[config.mk]
export PLATFORM = sky130hd
export DESIGN_NAME = mem_req_ctrl_flat
export DESIGN_NICKNAME = d
export VERILOG_FILES = /design/src/rtl/mem_req_ctrl_if.sv /design/src/rtl/mem_req_ctrl.sv /design/src/flat_wrapper.sv
export SDC_FILE = /design/constraint.sdc
export NUM_CORES = 1
export LEC_CHECK = 0
export ABC_AREA = 1
export BUFFER_PORTS_ARGS = -buffer_cell sky130_fd_sc_hd__clkbuf_2
export CORE_ASPECT_RATIO = 0.8
export CORE_UTILIZATION = 54
export CTS_BUF_LIST = sky130_fd_sc_hd__clkbuf_16
export DETAILED_ROUTE_END_ITERATION = 7
export HOLD_SLACK_MARGIN = 0.03
export PLACE_DENSITY_LB_ADDON = 0.25
export SKIP_CTS_REPAIR_TIMING = 1
export SYNTH_ARGS = -nofsm -noshare
export SYNTH_HDL_FRONTEND = slang
export SYNTH_SLANG_ARGS = --single-unit
[constraint.sdc]
create_clock -name clk -period 2.4 [get_ports clk]
set_clock_uncertainty 0.15 [all_clocks]
set_input_delay 0.48 -clock clk [delete_from_list [all_inputs] [get_ports clk]]
set_output_delay 0.48 -clock clk [all_outputs]
set_load 0.01 [all_outputs]
[src/rtl/mem_req_ctrl_if.sv]
// Bundled command, memory-port and response signals for mem_req_ctrl.
// slave = the controller side, master = the producer/memory/consumer side.
interface mem_req_ctrl_if #(
    parameter int ADDR_W = 2,
    parameter int DATA_W = 8
);
    logic              req_valid;
    logic              req_ready;
    logic              req_wr;
    logic [ADDR_W-1:0] req_addr;
    logic [DATA_W-1:0] req_wdata;

    logic [ADDR_W-1:0] mem_addr;
    logic              mem_wr_en;
    logic              mem_rd_en;
    logic [DATA_W-1:0] mem_wdata;
    logic [DATA_W-1:0] mem_rdata;

    logic              rsp_valid;
    logic              rsp_ready;
    logic [DATA_W-1:0] rsp_data;
    logic              rsp_err;

    modport slave (
        input  req_valid, req_wr, req_addr, req_wdata, mem_rdata, rsp_ready,
        output req_ready, mem_addr, mem_wr_en, mem_rd_en, mem_wdata,
               rsp_valid, rsp_data, rsp_err
    );

    modport master (
        output req_valid, req_wr, req_addr, req_wdata, mem_rdata, rsp_ready,
        input  req_ready, mem_addr, mem_wr_en, mem_rd_en, mem_wdata,
               rsp_valid, rsp_data, rsp_err
    );
endinterface

[src/rtl/mem_req_ctrl.sv]
// Memory request front-end: registered issue stage, read-pending stage and a credit-protected FWFT response FIFO.
// Optional macro MEM_ADDR_CHECK_EN: out-of-range addresses skip the memory and return rsp_err=1 for reads.
module mem_req_ctrl #(
    parameter int ADDR_W    = 2,
    parameter int DATA_W    = 8,
    parameter int MEM_DEPTH = 4,
    parameter int RSP_DEPTH = 4
) (
    input  logic          clk,
    input  logic          reset,
    mem_req_ctrl_if.slave bus
);
    localparam int PTR_W  = $clog2(RSP_DEPTH);
    localparam int CNT_W  = PTR_W + 1;
    localparam int USED_W = PTR_W + 2;
    localparam logic [USED_W-1:0] DEPTH_U = USED_W'(RSP_DEPTH);

    if (RSP_DEPTH < 2 || (RSP_DEPTH & (RSP_DEPTH - 1)) != 0 || MEM_DEPTH < 1) begin : g_bad_cfg
        $error("mem_req_ctrl: RSP_DEPTH must be a power of 2 >= 2 and MEM_DEPTH >= 1");
    end

    logic              run_q, run_d;
    logic              mem_wr_en_q, mem_wr_en_d;
    logic              mem_rd_en_q, mem_rd_en_d;
    logic [ADDR_W-1:0] mem_addr_q, mem_addr_d;
    logic [DATA_W-1:0] mem_wdata_q, mem_wdata_d;
    logic              s1_rd_q, s1_rd_d;
    logic              s2_rd_q, s2_rd_d;
    logic [PTR_W-1:0]  wr_ptr_q, wr_ptr_d;
    logic [PTR_W-1:0]  rd_ptr_q, rd_ptr_d;
    logic [CNT_W-1:0]  count_q, count_d;
    logic [DATA_W-1:0] fifo_data_q [RSP_DEPTH];

    logic [USED_W-1:0] used;
    logic              req_ready;
    logic              accept;
    logic              addr_ok;
    logic              push;
    logic              pop;
    logic              rsp_valid;
    logic [DATA_W-1:0] push_data;

`ifdef MEM_ADDR_CHECK_EN
    localparam logic [ADDR_W:0] MEM_DEPTH_W = (ADDR_W + 1)'(MEM_DEPTH);
    logic s1_err_q, s1_err_d;
    logic s2_err_q, s2_err_d;
    logic fifo_err_q [RSP_DEPTH];

    assign addr_ok = ({1'b0, bus.req_addr} < MEM_DEPTH_W);
    // An errored read never touched the memory, so its captured word is forced to zero.
    assign push_data = s2_err_q ? '0 : bus.mem_rdata;
`else
    assign addr_ok   = 1'b1;
    assign push_data = bus.mem_rdata;
`endif

    // Credits: every read in S1/S2 already owns a FIFO slot, so overflow cannot happen.
    always_comb begin
        used      = USED_W'(count_q) + USED_W'(s1_rd_q) + USED_W'(s2_rd_q);
        req_ready = run_q && (used < DEPTH_U);
        accept    = bus.req_valid && req_ready;
        rsp_valid = (count_q != '0);
        pop       = rsp_valid && bus.rsp_ready;
        push      = s2_rd_q;
    end

    always_comb begin
        run_d       = 1'b1;
        mem_wr_en_d = accept &&  bus.req_wr && addr_ok;
        mem_rd_en_d = accept && !bus.req_wr && addr_ok;
        mem_addr_d  = accept ? bus.req_addr  : mem_addr_q;
        mem_wdata_d = accept ? bus.req_wdata : mem_wdata_q;
        s1_rd_d     = accept && !bus.req_wr;
        s2_rd_d     = s1_rd_q;
        wr_ptr_d    = push ? wr_ptr_q + PTR_W'(1) : wr_ptr_q;
        rd_ptr_d    = pop  ? rd_ptr_q + PTR_W'(1) : rd_ptr_q;
        count_d     = count_q;
        unique case ({push, pop})
            2'b10:   count_d = count_q + CNT_W'(1);
            2'b01:   count_d = count_q - CNT_W'(1);
            default: count_d = count_q;
        endcase
    end

    always_ff @(posedge clk or negedge reset) begin
        if (!reset) begin
            run_q       <= 1'b0;
            mem_wr_en_q <= 1'b0;
            mem_rd_en_q <= 1'b0;
            mem_addr_q  <= '0;
            mem_wdata_q <= '0;
            s1_rd_q     <= 1'b0;
            s2_rd_q     <= 1'b0;
            wr_ptr_q    <= '0;
            rd_ptr_q    <= '0;
            count_q     <= '0;
        end else begin
            run_q       <= run_d;
            mem_wr_en_q <= mem_wr_en_d;
            mem_rd_en_q <= mem_rd_en_d;
            mem_addr_q  <= mem_addr_d;
            mem_wdata_q <= mem_wdata_d;
            s1_rd_q     <= s1_rd_d;
            s2_rd_q     <= s2_rd_d;
            wr_ptr_q    <= wr_ptr_d;
            rd_ptr_q    <= rd_ptr_d;
            count_q     <= count_d;
        end
    end

    // Storage needs no reset: entries are only visible while count_q says they are valid.
    always_ff @(posedge clk) begin
        if (push) begin
            fifo_data_q[wr_ptr_q] <= push_data;
        end
    end

`ifdef MEM_ADDR_CHECK_EN
    always_comb begin
        s1_err_d = accept && !bus.req_wr && !addr_ok;
        s2_err_d = s1_err_q;
    end

    always_ff @(posedge clk or negedge reset) begin
        if (!reset) begin
            s1_err_q <= 1'b0;
            s2_err_q <= 1'b0;
        end else begin
            s1_err_q <= s1_err_d;
            s2_err_q <= s2_err_d;
        end
    end

    always_ff @(posedge clk) begin
        if (push) begin
            fifo_err_q[wr_ptr_q] <= s2_err_q;
        end
    end

    assign bus.rsp_err = rsp_valid ? fifo_err_q[rd_ptr_q] : 1'b0;
`else
    assign bus.rsp_err = 1'b0;
`endif

    assign bus.req_ready = req_ready;
    assign bus.mem_wr_en = mem_wr_en_q;
    assign bus.mem_rd_en = mem_rd_en_q;
    assign bus.mem_addr  = mem_addr_q;
    assign bus.mem_wdata = mem_wdata_q;
    assign bus.rsp_valid = rsp_valid;
    assign bus.rsp_data  = rsp_valid ? fifo_data_q[rd_ptr_q] : '0;
endmodule
[src/flat_wrapper.sv]
// flat-port wrapper written by rule: the top's interface ports become plain ports
module mem_req_ctrl_flat 
#(
    parameter int ADDR_W    = 2,
    parameter int DATA_W    = 8,
    parameter int MEM_DEPTH = 4,
    parameter int RSP_DEPTH = 4
)
  (clk, reset, bus_req_valid, bus_req_wr, bus_req_addr, bus_req_wdata, bus_mem_rdata, bus_rsp_ready, bus_req_ready, bus_mem_addr, bus_mem_wr_en, bus_mem_rd_en, bus_mem_wdata, bus_rsp_valid, bus_rsp_data, bus_rsp_err);
  mem_req_ctrl_if #(.ADDR_W(ADDR_W), .DATA_W(DATA_W)) bus_i ();
  input  logic clk;
  input  logic reset;
  input wire logic [$bits(bus_i.req_valid)-1:0] bus_req_valid;
  input wire logic [$bits(bus_i.req_wr)-1:0] bus_req_wr;
  input wire logic [$bits(bus_i.req_addr)-1:0] bus_req_addr;
  input wire logic [$bits(bus_i.req_wdata)-1:0] bus_req_wdata;
  input wire logic [$bits(bus_i.mem_rdata)-1:0] bus_mem_rdata;
  input wire logic [$bits(bus_i.rsp_ready)-1:0] bus_rsp_ready;
  output wire logic [$bits(bus_i.req_ready)-1:0] bus_req_ready;
  output wire logic [$bits(bus_i.mem_addr)-1:0] bus_mem_addr;
  output wire logic [$bits(bus_i.mem_wr_en)-1:0] bus_mem_wr_en;
  output wire logic [$bits(bus_i.mem_rd_en)-1:0] bus_mem_rd_en;
  output wire logic [$bits(bus_i.mem_wdata)-1:0] bus_mem_wdata;
  output wire logic [$bits(bus_i.rsp_valid)-1:0] bus_rsp_valid;
  output wire logic [$bits(bus_i.rsp_data)-1:0] bus_rsp_data;
  output wire logic [$bits(bus_i.rsp_err)-1:0] bus_rsp_err;
  assign bus_i.req_valid = bus_req_valid;
  assign bus_i.req_wr = bus_req_wr;
  assign bus_i.req_addr = bus_req_addr;
  assign bus_i.req_wdata = bus_req_wdata;
  assign bus_i.mem_rdata = bus_mem_rdata;
  assign bus_i.rsp_ready = bus_rsp_ready;
  assign bus_req_ready = bus_i.req_ready;
  assign bus_mem_addr = bus_i.mem_addr;
  assign bus_mem_wr_en = bus_i.mem_wr_en;
  assign bus_mem_rd_en = bus_i.mem_rd_en;
  assign bus_mem_wdata = bus_i.mem_wdata;
  assign bus_rsp_valid = bus_i.rsp_valid;
  assign bus_rsp_data = bus_i.rsp_data;
  assign bus_rsp_err = bus_i.rsp_err;
  mem_req_ctrl #(.ADDR_W(ADDR_W), .DATA_W(DATA_W), .MEM_DEPTH(MEM_DEPTH), .RSP_DEPTH(RSP_DEPTH)) u_core (.clk(clk), .reset(reset), .bus(bus_i));
endmodule
==> flow_results.org, run 1 <==
** Routing
- Number of DRC markers after the initial detailed-route iteration :: about 130
- First-pass iteration count of the detailed router :: 4
- The detailed router placed 1625 vias in this run.
- Dividing the detail-routed via count by the number of cells gives about 4.8.
- For this run, design rule violations remaining after detail routing come to 0.
- Antenna viol nets, final :: 0
- The final layout contains routed wiring with a total length of about 4 mm.
- In the final routed layout, each cell accounts on average for 12.1 um.

** Yosys
- During synthesis, Yosys emitted a total of 0 warnings.
- Adder-Cell Fraction of Synth Area :: ~4.0%
- Counting flops with a built-in enable in the synthesized netlist gives 32.
- Count leader, synth :: nand2_1
- Averaged over all synthesized cells, the footprint is between 9 and 10 um2.
- After synthesis, the share of cell area in mux cells is 0%.
- Unique cell type count in the Yosys netlist :: 24
- For this run, the register share of the synthesized area comes to between 60% and 70%.
- Summing the areas of all and, or, nand and nor instances in the mapped netlist gives approximately 20% of the synthesized area.
- The synthesized design devotes to its leading area cell type between 40% and 50% of total area.
- In the synthesized netlist, the number of instances is about 240.
- edfxtp_1 takes more of the synthesized area than any other cell.
- Async S/R FF share, synth :: about two fifths
- The number of nets handed over by synthesis was 267.
- Xor-xnor portion of the synthesized cell area :: under 10%
- The synthesized netlist devotes 2.64% of its cell area to compound gates.
- Total of flip-flops plus latches after synthesis :: 53
- The commonest cells after synthesis are nand2_1, inv_1, nor2_1, edfxtp_1, dfrtp_1.
- By area the synthesized netlist is led by edfxtp_1, dfrtp_1, nand2_1, inv_1, nor2_1.
- The most used flip-flop cell after synthesis is edfxtp_1.
- By area, the combinational part of the netlist is dominated by simple AND/OR/NAND/NOR gates.
- Total standard cell area after synthesis :: 0.00237 mm2

** Place
- At the end of routability-driven placement, the weighted congestion stood at roughly 0.76.
- After detailed placement, the design holds a cell count of between 300 and 400.
- After legalization and detailed placement, the total HPWL measured around 2.7 mm.
- OpenSTA, run right after detailed placement, puts the worst setup slack at 0.433 ns.
- Count of port buffers added during placement :: 44

** Setup path
- Worst path cell trace :: buf_4 -> nor2_1 -> nor2_1 -> nand2_1 -> a21oi_1 -> clkbuf_2
- Data required time of the critical path :: 1.77 ns
- Cell with the biggest individual delay on the critical path :: dfrtp_1
- Data on the critical path arrives at its endpoint at about 1.5 ns.
- Setup slack of the worst register-to-register path :: about 0.43 ns
- The endpoint identified for the worst register-to-register timing path is u_core.count_q[2].
- The number of cells on the worst reg-to-reg path is 10.
- Critical Path End Type :: primary output
- The setup path with the least slack is of type reg2out.
- Worst path max stage delay :: 0.32 ns
- Cell family with the largest share of critical-path delay :: buffers and inverters
- In this run the worst path has a maximum fanout of 34.
- Number of buffers and inverters on the critical path :: 2
- Worst R2R Start :: u_core.count_q[0]
- The most numerous cell type found on the critical path is nor2_1.
- Kind of launch point of the worst setup path :: flop

** Floorplanning
- The die covers about 0.0047 mm2.
- Pin placement for this block handled 46 I/O pins.
- Area of the core region :: around 0.0042 mm2
- FP Rows :: 21
- From bottom edge to top edge, the die measures about 61 um.
- Die width :: ~76 um
- Initial standard-cell utilization of the core :: between 50% and 60%

** Layout
- Inserted Diodes :: 0
- Fill cells in the final layout number 347.
- Compared with the post-synthesis result, the final layout area differs by 16.0%.
- Layout net count :: 311
- Excluding fillers, the count of instances in the completed layout stands at roughly 340.
- Share of layout cells above drive strength 1 :: between 10% and 20%

** Power
- Overall power after layout :: 0.00305 W
- In this run the power density over the cells is roughly 1100 mW/mm2.
- The worst-case IR drop observed on VDD is about 0.55 mV.
- The analysis attributes to cell leakage a power of 1.36 nW.

** Worst hold path
- Type of the most critical hold path :: in2async

** Global routing
- Vias in the first global route :: 1468
- Wire length of the first global-routing pass :: ~6.5 mm
- Global routing consumed, over all layers together, between 10% and 20% of the routing resources.
- The initial antenna violation count is 0.
- For this run the aggregate overflow at the end of global routing stands at 0.
- Largest net degree at the start of global routing :: 35

** Timing
- Highest clock rate :: roughly 460 MHz
- Setup repair after global routing left no endpoint under its margin.
- The tightest hold path in the finished design has a slack of 0.0101 ns.
- For the pin with the worst max-slew slack, the measured transition is ~0.53 ns.
- Final setup slack of the worst path :: around 0.24 ns
- Max-slew headroom at the worst pin :: ~65%
- Total of endpoints with negative setup slack in the final report :: 0
- Number of hold violations in the final report :: 0
- Period Utilization, post-route :: between 90% and 100%
- Summed over all failing endpoints, the final setup total negative slack is 0 ns.
- Max-slew violations :: 0
- Minimum clock period after layout :: between 2 and 2.5 ns

** Run status
- Status :: finished clean

** Clock tree
- TritonCTS clock tree :: built
- Worst-case clock buffer depth :: 2
- Clock latency on the worst-skew pair :: 0.28 ns
- Clock-pin slew on the worst setup and hold paths :: 0.06 ns
- TritonCTS Sinks :: 53
- The tree is rooted in a clkbuf_16.
- Number of levels in the clock H-tree :: 2
- In this run, CTS created clock tree buffers numbering 5.

** Flow run
- Number of maximum-capacitance violations :: 0
-- per-layer routing --
| layer | routed length [um] | vias to the layer above | global-route usage (%) |
|---|---|---|---|
| li1 | - | 825 | - |
| met1 | 1910 | 754 | 23.8 |
| met2 | 1980 | 44 | 31.6 |
| met3 | 188 | 2 | 5.78 |
| met4 | 21 | 0 | 7.97 |
| met5 | 0 | - | 0 |
-- sequential cells by signal (all words and copies together), names as in the netlist --
signal and cells:
u_core.bus.mem_addr 2, u_core.bus.mem_rd_en 1, u_core.bus.mem_wdata 8, u_core.bus.mem_wr_en 1, u_core.count_q 3, u_core.fifo_data_q 32
u_core.push 1, u_core.rd_ptr_q 2, u_core.run_q 1, u_core.wr_ptr_q 2
-- area by class of cell --
cell class | count | area [um2] | area share [%]
Multi-Input combinational cell | 139 | 672 | 24.5
Clock buffer | 5 | 125 | 4.56
Sequential cell | 53 | 1490 | 54.1
Tap cell | 57 | 71.3 | 2.60
Clock inverter | 3 | 12.5 | 0.456
Timing Repair Buffer | 48 | 250 | 9.12
Inverter | 34 | 128 | 4.65
-- power breakdown --
part           total, W  internal, W  switching (W)
sequential      0.00124      0.00114       0.000102
clock          0.000662     0.000377       0.000285
combinational   0.00114     0.000440       0.000702
total           0.00305      0.00196        0.00109
-- through the flow --
step	util [%]	instance area, um2
6_report	65.3	2750
4_1_cts	65.3	2750
5_1_grt	65.3	2750
3_5_place_dp	62.0	2610
3_3_place_gp	62.0	2610
2_1_floorplan	-	2370
-- worst register-to-register path: cells and delay by family, from the launching register on --
kind                       cells  cell delay, ns
DFF                            1            0.39
buffers and inverters          3            0.25
xor gates and xnor gates       1            0.15
and+or+nand+nor                4            0.40
adders and majority gates      2            0.53
-- cells in the final DEF, fill, tap and decap left out, types with 2 or more instances in the layout --
cell	n
conb_1	2
nor2_1	34
clkbuf_2	44
o21ai_0	2
a21oi_1	8
nand4_1	10
xnor2_1	3
nand2_1	65
clkbuf_16	5
dfrtp_1	21
inv_1	34
edfxtp_1	32
clkinv_1	2
xor2_1	2
buf_4	4
ha_1	6
-- worst max-delay path by stage --
stage	start	endpoint	slack, ns	depth (start not counted)
4_1_cts	u_core.push	bus_req_ready	0.23	5
3_3_place_gp	bus_rsp_ready	u_core.count_q[2]	0.51	9
3_5_place_dp	u_core.count_q[0]	u_core.count_q[2]	0.43	10
6_report	u_core.rd_ptr_q[0]	bus_rsp_data[2]	0.24	6
5_1_grt	u_core.rd_ptr_q[0]	bus_rsp_data[2]	0.08	6
2_1_floorplan	u_core.count_q[0]	u_core.count_q[2]	0.55	10
-- cell families (layout without fill, tap and decap cells) --
group	count (synthesis)	in the layout
AND/OR/NAND/NOR	113	113
flip-flops	53	53
buffers and inverters	45	90
AO/OA/AOI/OAI	12	12
adder cells (fa/ha/maj)	7	7
XOR/XNOR	5	5
other	2	2
(Power assumes the default switching activity.)
==> run 2: changes to the inputs <==
==> constraint.sdc (replaced) <==
create_clock -name clk -period 2.4 [get_ports clk]
set_clock_uncertainty 0.15 [all_clocks]
set_input_delay 0.24 -clock clk [delete_from_list [all_inputs] [get_ports clk]]
set_output_delay 0.24 -clock clk [all_outputs]
set_load 0.01 [all_outputs]
==> run 2 against run 1 <==
Against the previous run:
- register-to-register slack barely moved
- first-iteration DRC count shrank 29%
- critical path depth grew 4
- die area unchanged
- via count decreased by 4.4%
==> flow_results.org, run 2 (synthesis gave the netlist of run 1 again) <==
** Layout
- Final core utilization :: 65.6% (+0.27 points)
- The flip-flop count of the largest register after layout is 32 (unchanged).
- Area overhead of the layout relative to synthesis :: 16.4%
- Share of layout cells above drive strength 1 :: 19.4% (-0.42 points)
- u_core.fifo_data_q holds more flip-flops than any other register.
- Inserted Diodes :: 0 (unchanged)
- The library cells used most frequently in the layout, excluding fill and tap cells, are nand2_1, clkbuf_2, inv_1.
- Most frequent standard cell in the layout excluding fill and tap cells :: nand2_1
- The post-layout net count is 312 (+0.32%).

** Clock tree
- Worst-case clock buffer depth :: 2 (unchanged)
- Total CTS buffers :: 5 (unchanged)
- TritonCTS Sinks :: 53 (unchanged)
- The clock slew seen by the registers of the worst setup and hold paths is 0.06 ns (about the same).
- Clock tree synthesis selected as its root buffer the cell clkbuf_16.
- TritonCTS clock tree :: built
- The clock latency reported for the late side of the worst-skew pair is 0.28 ns (about the same).
- Number of levels in the clock H-tree :: 2 (unchanged)

** Setup path
- The critical path goes through inv_1 -> nand3_2 -> nand2_1 -> inv_1 -> ha_1 -> inv_1 -> fa_1 -> nand2_1 -> nand3b_1 -> xor2_1.
- STA classifies the critical path endpoint as a flop.
- The required time of the critical path is 2.42 ns (+0.65 ns).
- Worst path max stage delay :: 0.39 ns (+0.07 ns)
- The largest driver fanout on the critical path was 4 (-88%).
- Cell with the biggest individual delay on the critical path :: dfrtp_1
- The arrival time at the worst endpoint was 1.97 ns (+0.44 ns).
- By startpoint and endpoint, the worst setup path is classified as reg2reg.
- The worst setup path is launched from a flop.
- Crit path top cell by count :: inv_1

** Floorplanning
- The area inside the core boundary is 0.00420 mm2 (unchanged).
- The number of top-level pins is 46 (unchanged).
- Height of the die :: 61.2 um (unchanged)
- The die width is 76.0 um (unchanged).
- The initial core utilization was 56.3% (unchanged).
- FP Rows :: 21 (unchanged)
- Area of the die :: 0.00465 mm2 (unchanged)

** Routing
- The routed wirelength normalized by instance count was 11.7 um (-3.1%).
- The total DRC errors in the routed layout is 0 (unchanged).
- Antenna viol nets, final :: 0 (unchanged)
- Total vias in the final route :: 1554 (-4.4%)
- Drt total wl :: 3.99 mm (-2.9%)
- First-pass iteration count of the detailed router :: 4 (unchanged)
- Number of DRC markers after the initial detailed-route iteration :: 90 (-29%)
- The mean number of vias per cell came to 4.57 (-4.7%).

** Place
- The number of I/O port buffers was 44 (unchanged).
- The detailed-placement wirelength estimate came to 2.62 mm (-4.3%).
- RePlAce Congestion :: 0.751 (-1.5%)

** Power
- The peak supply drop was 0.568 mV (+3.2%).
- The static power due to leakage came to 1.37 nW (+0.82%).
- Total power per unit cell area :: 1090 mW/mm2 (-1.5%)

** Timing
- Highest clock rate :: 511 MHz (+10%)
- The setup TNS is 0 ns (unchanged).
- Max-slew headroom at the worst pin :: 66.0% (+1.1 points)
- The final count of negative-setup-slack endpoints is 0 (unchanged).
- Minimum hold slack :: 0.0227 ns (+0.0126 ns)
- Setup repair after global routing missed its margin :: false
- Number of hold violations in the final report :: 0 (unchanged)
- The clock period minus final worst setup slack came to 1.96 ns (-0.205 ns).
- Period Utilization, post-route :: 81.5% (-8.5 points)
- The slew at the pin closest to its max-slew limit is 0.510 ns (-0.0163 ns).
- Max-slew violations :: 0 (unchanged)

** Run status
- The run finished with clean final reports.

** Global routing
- The via count of the first global-routing pass came to 1371 (-6.6%).
- The maximum number of pins on one net before global-route repair was 35 (unchanged).
- The overall overflow remaining after global route came to 0 (unchanged).
- Total track usage :: 17.7% (-1.2 points)
- The wire length of the first global-routing pass came to 6.16 mm (-4.6%).
- Number of antenna violations at the first check in global routing :: 0 (unchanged)

** Flow run
- The max-capacitance violation count was 0 (unchanged).

** Worst hold path
- Type of the most critical hold path :: in2reg
-- run 2: cell count changes in the layout (fill, tap and decap cells not counted) --
cell           before  now
clkinv_1            2    0
buf_4               4    3
inv_1              34   36
inv_2               0    1
clkinv_2            1    0
dlygate4sd3_1       0    2
-- run 2: final timing paths --
check | slack (ns) | cells past startpoint | to | from
min reg2reg | 0.26 | 0 | u_core.push | u_core.bus.mem_rd_en
max reg2reg | 0.44 | 10 | u_core.count_q[2] | u_core.count_q[0]
max in group asynchronous | 1.44 | 2 | u_core.bus.mem_wdata[5] | reset
min in group asynchronous | 0.31 | 2 | u_core.bus.mem_addr[0] | reset
max | 0.44 | 10 | u_core.count_q[2] | u_core.count_q[0]
min | 0.02 | 1 | u_core.fifo_data_q[3][4] | bus_mem_rdata[4]
-- run 2: final cells by class --
cell class | instances | area [um2]
Sequential cell | 53 | 1490
Fill cell | 331 | 1450
Multi-Input combinational cell | 139 | 672
Timing Repair Buffer | 49 | 263
Inverter | 34 | 128
Clock buffer | 5 | 125
Tap cell | 57 | 71.3
Clock inverter | 3 | 11.3
-- run 2: layer usage --
metal | share of wire, % | GRT usage, % | up-vias
met5 | 0 | 0 | -
met4 | 1.7 | 7.69 | 0
met3 | 4.3 | 3.70 | 7
met2 | 45 | 27.9 | 33
met1 | 49 | 24.7 | 686
li1 | - | - | 828
-- run 2: worst max-delay path, delay by kind of cell, from the launching register on --
| family | cells | cell delay (ns) |
|---|---|---|
| XOR/XNOR | 1 | 0.15 |
| adder cells (fa/ha/maj) | 2 | 0.53 |
| buffers and inverters | 3 | 0.25 |
| flip-flops | 1 | 0.39 |
| AND/OR/NAND/NOR | 4 | 0.38 |
-- run 2: power breakdown --
part           switching [W]  internal (W)  leakage, nW
clock               0.000276      0.000376       0.0765
combinational       0.000690      0.000432        0.745
sequential         0.0000995       0.00114        0.549
-- run 2: through the flow --
step                      setup WS, ns  instances  power [W]  cell area [um2]
after CTS                        0.424        338    0.00303             2740
after global routing             0.293        340    0.00323             2760
after detailed placement         0.429        330    0.00237             2600
after global placement           0.540        330    0.00235             2600
final                            0.443        340    0.00301             2760
after floorplan                  0.548        237    0.00206             2370
==> run 3: changes to the inputs <==
Settings changed: ABC_AREA 1 to 0, CORE_UTILIZATION 54 to 53.
Clock period 2.4 ns to 2.05 ns, I/O delays scaled along.
==> run 3 against run 2 <==
Against the previous run:
- non-clock buffer count grew 23
- via count decreased by 18%
- flip-flop and latch count stayed put
- critical path depth is 5 lower
- largest cell class unchanged
==> flow_results.org, run 3 <==
** Run status
- The flow ran to the end, and the final reports show no timing, DRC or antenna violations.

** Timing
- The final count of negative-setup-slack endpoints came to 0 (unchanged).
- Setup repair after global routing missed its margin :: true
- Minimum hold slack :: 0.0559 ns (+0.0332 ns)
- The slew at the pin closest to its max-slew limit came to 0.510 ns (-0.0000412 ns).
- Period Utilization, post-route :: 98.3% (+17 points)
- The post-route worst setup slack came to 0.0356 ns (-0.407 ns).
- The count of final max-slew check failures came to 0 (unchanged).
- Number of hold violations in the final report :: 0 (unchanged)
- The headroom to the max-slew limit was 66.0% (about the same).
- The clock period minus final worst setup slack was 2.01 ns (+0.0573 ns).
- Highest clock rate :: 496 MHz (-2.8%)

** Routing
- Detailed-routing wirelength on met1 :: 1.65 mm (-15%)
- The number of nets still failing antenna checks after routing came to 0 (unchanged).
- Number of vias per cell :: 5.01 (+9.6%)
- The met2 routed wirelength was 2.14 mm (+19%).
- The detailed router used layers up to and including met4.
- The total DRC errors in the routed layout came to 0 (unchanged).
- The total via count after detailed routing came to 1267 (-18%).
- The routed wirelength normalized by instance count was 16.1 um (+37%).
- First-pass iteration count of the detailed router :: 4 (unchanged)
- Drt total wl :: 4.08 mm (+2.2%)
- Number of DRC markers after the initial detailed-route iteration :: 77 (-14%)
- Detailed route wirelength on metal3 :: 184 um (+8.2%)

** Yosys
- The post-synthesis xor/xnor area fraction is 2.41% (+0.56 points).
- The proportion of netlist area held by the largest area contributor came to 44.0% (+3.4 points).
- Async S/R FF share, synth :: 39.6% (unchanged)
- Summed over all instances, the cell type with the most area after synthesis is edfxtp_1.
- By count the netlist is led by edfxtp_1, dfrtp_1, and2_1, mux2_4, mux4_2.
- Ranked by total cell area, the synthesized netlist is headed by edfxtp_1, dfrtp_1, mux4_2, mux2_4, and2_1.
- Yosys instantiated no cell more often than edfxtp_1.
- The post-synthesis instance area was 0.00218 mm2 (-7.7%).
- Among all flip-flop cells after synthesis, the most frequent one is edfxtp_1.
- The count of synthesis-stage warnings from yosys is 0 (unchanged).
- The total nets after synthesis came to 153 (-43%).
- The multiplexer share of the synthesized area came to 15.4% (+15 points).
- The synthesized netlist cell count was 123 (-48%).
- Sequential cell area fraction in the yosys report :: 68.0% (+5.3 points)
- Combinational family with the most area after synthesis :: multiplexers
- Total of flip-flops plus latches after synthesis :: 53 (unchanged)
- The number of enable-type register cells in the synthesized netlist is 32 (unchanged).
- The post-synthesis share of cell area spent on full adders, half adders and majority gates came to 4.35% (+0.34 points).
- Unique cell type count in the Yosys netlist :: 27 (+13%)
- Synth Area in Simple Gates :: 5.50% (-14 points)
- The post-synthesis compound-gate area fraction was 1.26% (-1.4 points).
- Post-synthesis average cell area :: 17.8 um2 (+78%)

** Layout
- Post-route cell area :: 0.00287 mm2 (+3.9%)
- Compared with the post-synthesis result, the final layout area differs by 31.2%.
- Final core utilization :: 73.9% (+8.3 points)
- The flip-flop count of the largest register after layout was 32 (unchanged).
- In the layout the commonest cells are clkbuf_2, edfxtp_1, dlygate4sd3_1, dfrtp_1, and2_1.
- Most frequent standard cell in the layout excluding fill and tap cells :: clkbuf_2
- Inserted Diodes :: 0 (unchanged)
- Register with the highest flop count :: u_core.fifo_data_q
- Share of layout cells above drive strength 1 :: 41.4% (+22 points)
- Final-layout fill cell count :: 248 (-25%)
- Layout net count :: 227 (-27%)
- Post-Layout Cell Count :: 253 (-26%)

** Setup path
- On the critical path the largest part of the delay comes from compound AO/OA/AOI/OAI gates.
- Data required time of the critical path :: 2.07 ns (-0.35 ns)
- Worst Setup Path Type :: reg2reg
- Kind of launch point of the worst setup path :: flop
- The maximum cell stage delay along the critical path was 0.43 ns (+0.04 ns).
- The arrival time at the worst endpoint came to 2.03 ns (+0.06 ns).
- Critical Path End Type :: flop
- Worst path cell trace :: buf_4 -> ha_1 -> a21o_1 -> a211o_4 -> mux2_4
- Number of buffers and inverters on the critical path :: 1 (-2)
- CP Max Fanout :: 11 (+7)
- Cell with the biggest individual delay on the critical path :: a211o_4

** Place
- RePlAce Congestion :: 0.702 (-6.6%)
- The detailed-placement wirelength estimate came to 2.63 mm (+0.37%).
- Cell count after placement :: 224 (-32%)
- The number of I/O port buffers is 44 (unchanged).
- Worst setup slack after placement :: -0.0388 ns (-0.468 ns)
- The placed cell area is 0.00250 mm2 (-4.0%).

** Worst hold path
- The min-delay analysis places its worst path in the category in2reg.

** Floorplanning
- Height of the die :: 59.4 um (-2.9%)
- The initial core utilization was 56.3% (about the same).
- Area of the die :: 0.00438 mm2 (-5.8%)
- The number of standard-cell rows in the floorplan was 20 (-4.8%).
- The number of top-level pins came to 46 (unchanged).
- The die width is 73.8 um (-3.0%).
- The area inside the core boundary was 0.00388 mm2 (-7.7%).

** Clock tree
- In this run the clock root is driven by a clkbuf_16.
- The clock latency reported for the late side of the worst-skew pair was 0.29 ns (about the same).
- TritonCTS Sinks :: 53 (unchanged)
- The clock slew seen by the registers of the worst setup and hold paths came to 0.06 ns (about the same).
- The maximum count of clock buffers along a single path is 2 (unchanged).
- The number of buffers created by CTS is 5 (unchanged).
- TritonCTS clock tree :: built
- The number of H-tree branching levels came to 2 (unchanged).

** Global routing
- The maximum number of pins on one net before global-route repair was 22 (-37%).
- The via count of the first global-routing pass is 1144 (-17%).
- The wire length of the first global-routing pass was 5.64 mm (-8.5%).
- The total track usage came to 19.0% (+1.2 points).
- The initial antenna violation count came to 0 (unchanged).
- The overall overflow remaining after global route was 0 (unchanged).

** Power
- The portion of total power attributed to the clock network is 21.9% (+0.3 points).
- Internal :: 0.00251 W (+29%)
- The peak supply drop came to 0.596 mV (+4.9%).
- The cell area power density was 1250 mW/mm2 (+14%).
- Reported leakage power :: 1.26 nW (-8.4%)
- Sw Share :: 29.9% (-5.5 points)
- Share of power burned in registers :: 41.8% (+0.7 points)
- The net switching power figure was 0.00107 W (+0.40%).
- Comb power frac :: 36.3% (-0.9 points)

** Flow run
- Number of maximum-capacitance violations :: 0 (unchanged)
## run 3: cell types whose count changed after synthesis, moves of 2 or more
cell	before	now
a21oi_1	8	1
inv_1	34	7
nand4_1	10	0
nand2_1	65	1
buf_2	5	2
xor2_1	2	4
mux2_4	0	9
nor2_1	34	2
and2_1	0	13
mux4_2	0	8
## run 3: final timing paths
| path | start | to | slack (ns) | cells after the start |
|---|---|---|---|---|
| min in group asynchronous | reset | u_core.bus.mem_wdata[4] | 0.29 | 2 |
| min | bus_rsp_ready | u_core.rd_ptr_q[1] | 0.06 | 3 |
| max in group asynchronous | reset | u_core.bus.mem_wdata[1] | 1.12 | 2 |
| max reg2reg | u_core.count_q[0] | u_core.bus.mem_wdata[1] | 0.04 | 5 |
| max | u_core.count_q[0] | u_core.bus.mem_wdata[1] | 0.04 | 5 |
| min reg2reg | u_core.bus.mem_rd_en | u_core.push | 0.29 | 0 |
## run 3: cell families (layout without fill, tap and decap cells)
group	Yosys count	count (layout)
flip-flops	53	53
AND/OR/NAND/NOR	20	20
multiplexers	19	19
buffers and inverters	12	87
adder cells (fa/ha/maj)	7	7
XOR/XNOR	6	6
AO/OA/AOI/OAI	4	4
other	2	2
## run 3: power by group through the flow
| stage | Clock, W | Sequential (W) | Combinational, W |
|---|---|---|---|
| after floorplan | 0 | 0.00151 | 0.000776 |
| after global placement | 0 | 0.00149 | 0.00120 |
| after detailed placement | 0 | 0.00151 | 0.00124 |
| after CTS | 0.000796 | 0.00149 | 0.00125 |
| after global routing | 0.000837 | 0.00151 | 0.00143 |
| final | 0.000785 | 0.00150 | 0.00130 |
## run 3: area by class of cell
type                            instances  area (um2)  share of cell area, %
Clock buffer                            5         125                   4.37
Inverter                                7        26.3                  0.917
Timing Repair Buffer                   72         487                   17.0
Sequential cell                        53        1490                   51.9
Tap cell                               55        68.8                   2.40
Clock inverter                          3        13.8                  0.480
Multi-Input combinational cell         58         658                   23.0
## run 3: worst reg2reg max path: cells and delay by family (launching register included)
family / cells / cell delay, ns
compound gates: 2 / 0.61
buf+inv: 1 / 0.15
flops: 1 / 0.38
fa+ha+maj: 1 / 0.27
mux: 1 / 0.34
## run 3: through the flow
stage                TNS, ns  total power (W)
CTS                   -0.286          0.00354
global route        -0.00318          0.00378
detailed placement   -0.0663          0.00275
finish                     0          0.00358
floorplan                  0          0.00229
global placement           0          0.00268
## run 3: layer usage
layer	GRT usage [%]	up-vias
li1	-	589
met5	0	-
met3	6.29	10
met4	7.42	0
met1	23.7	635
met2	30.9	33
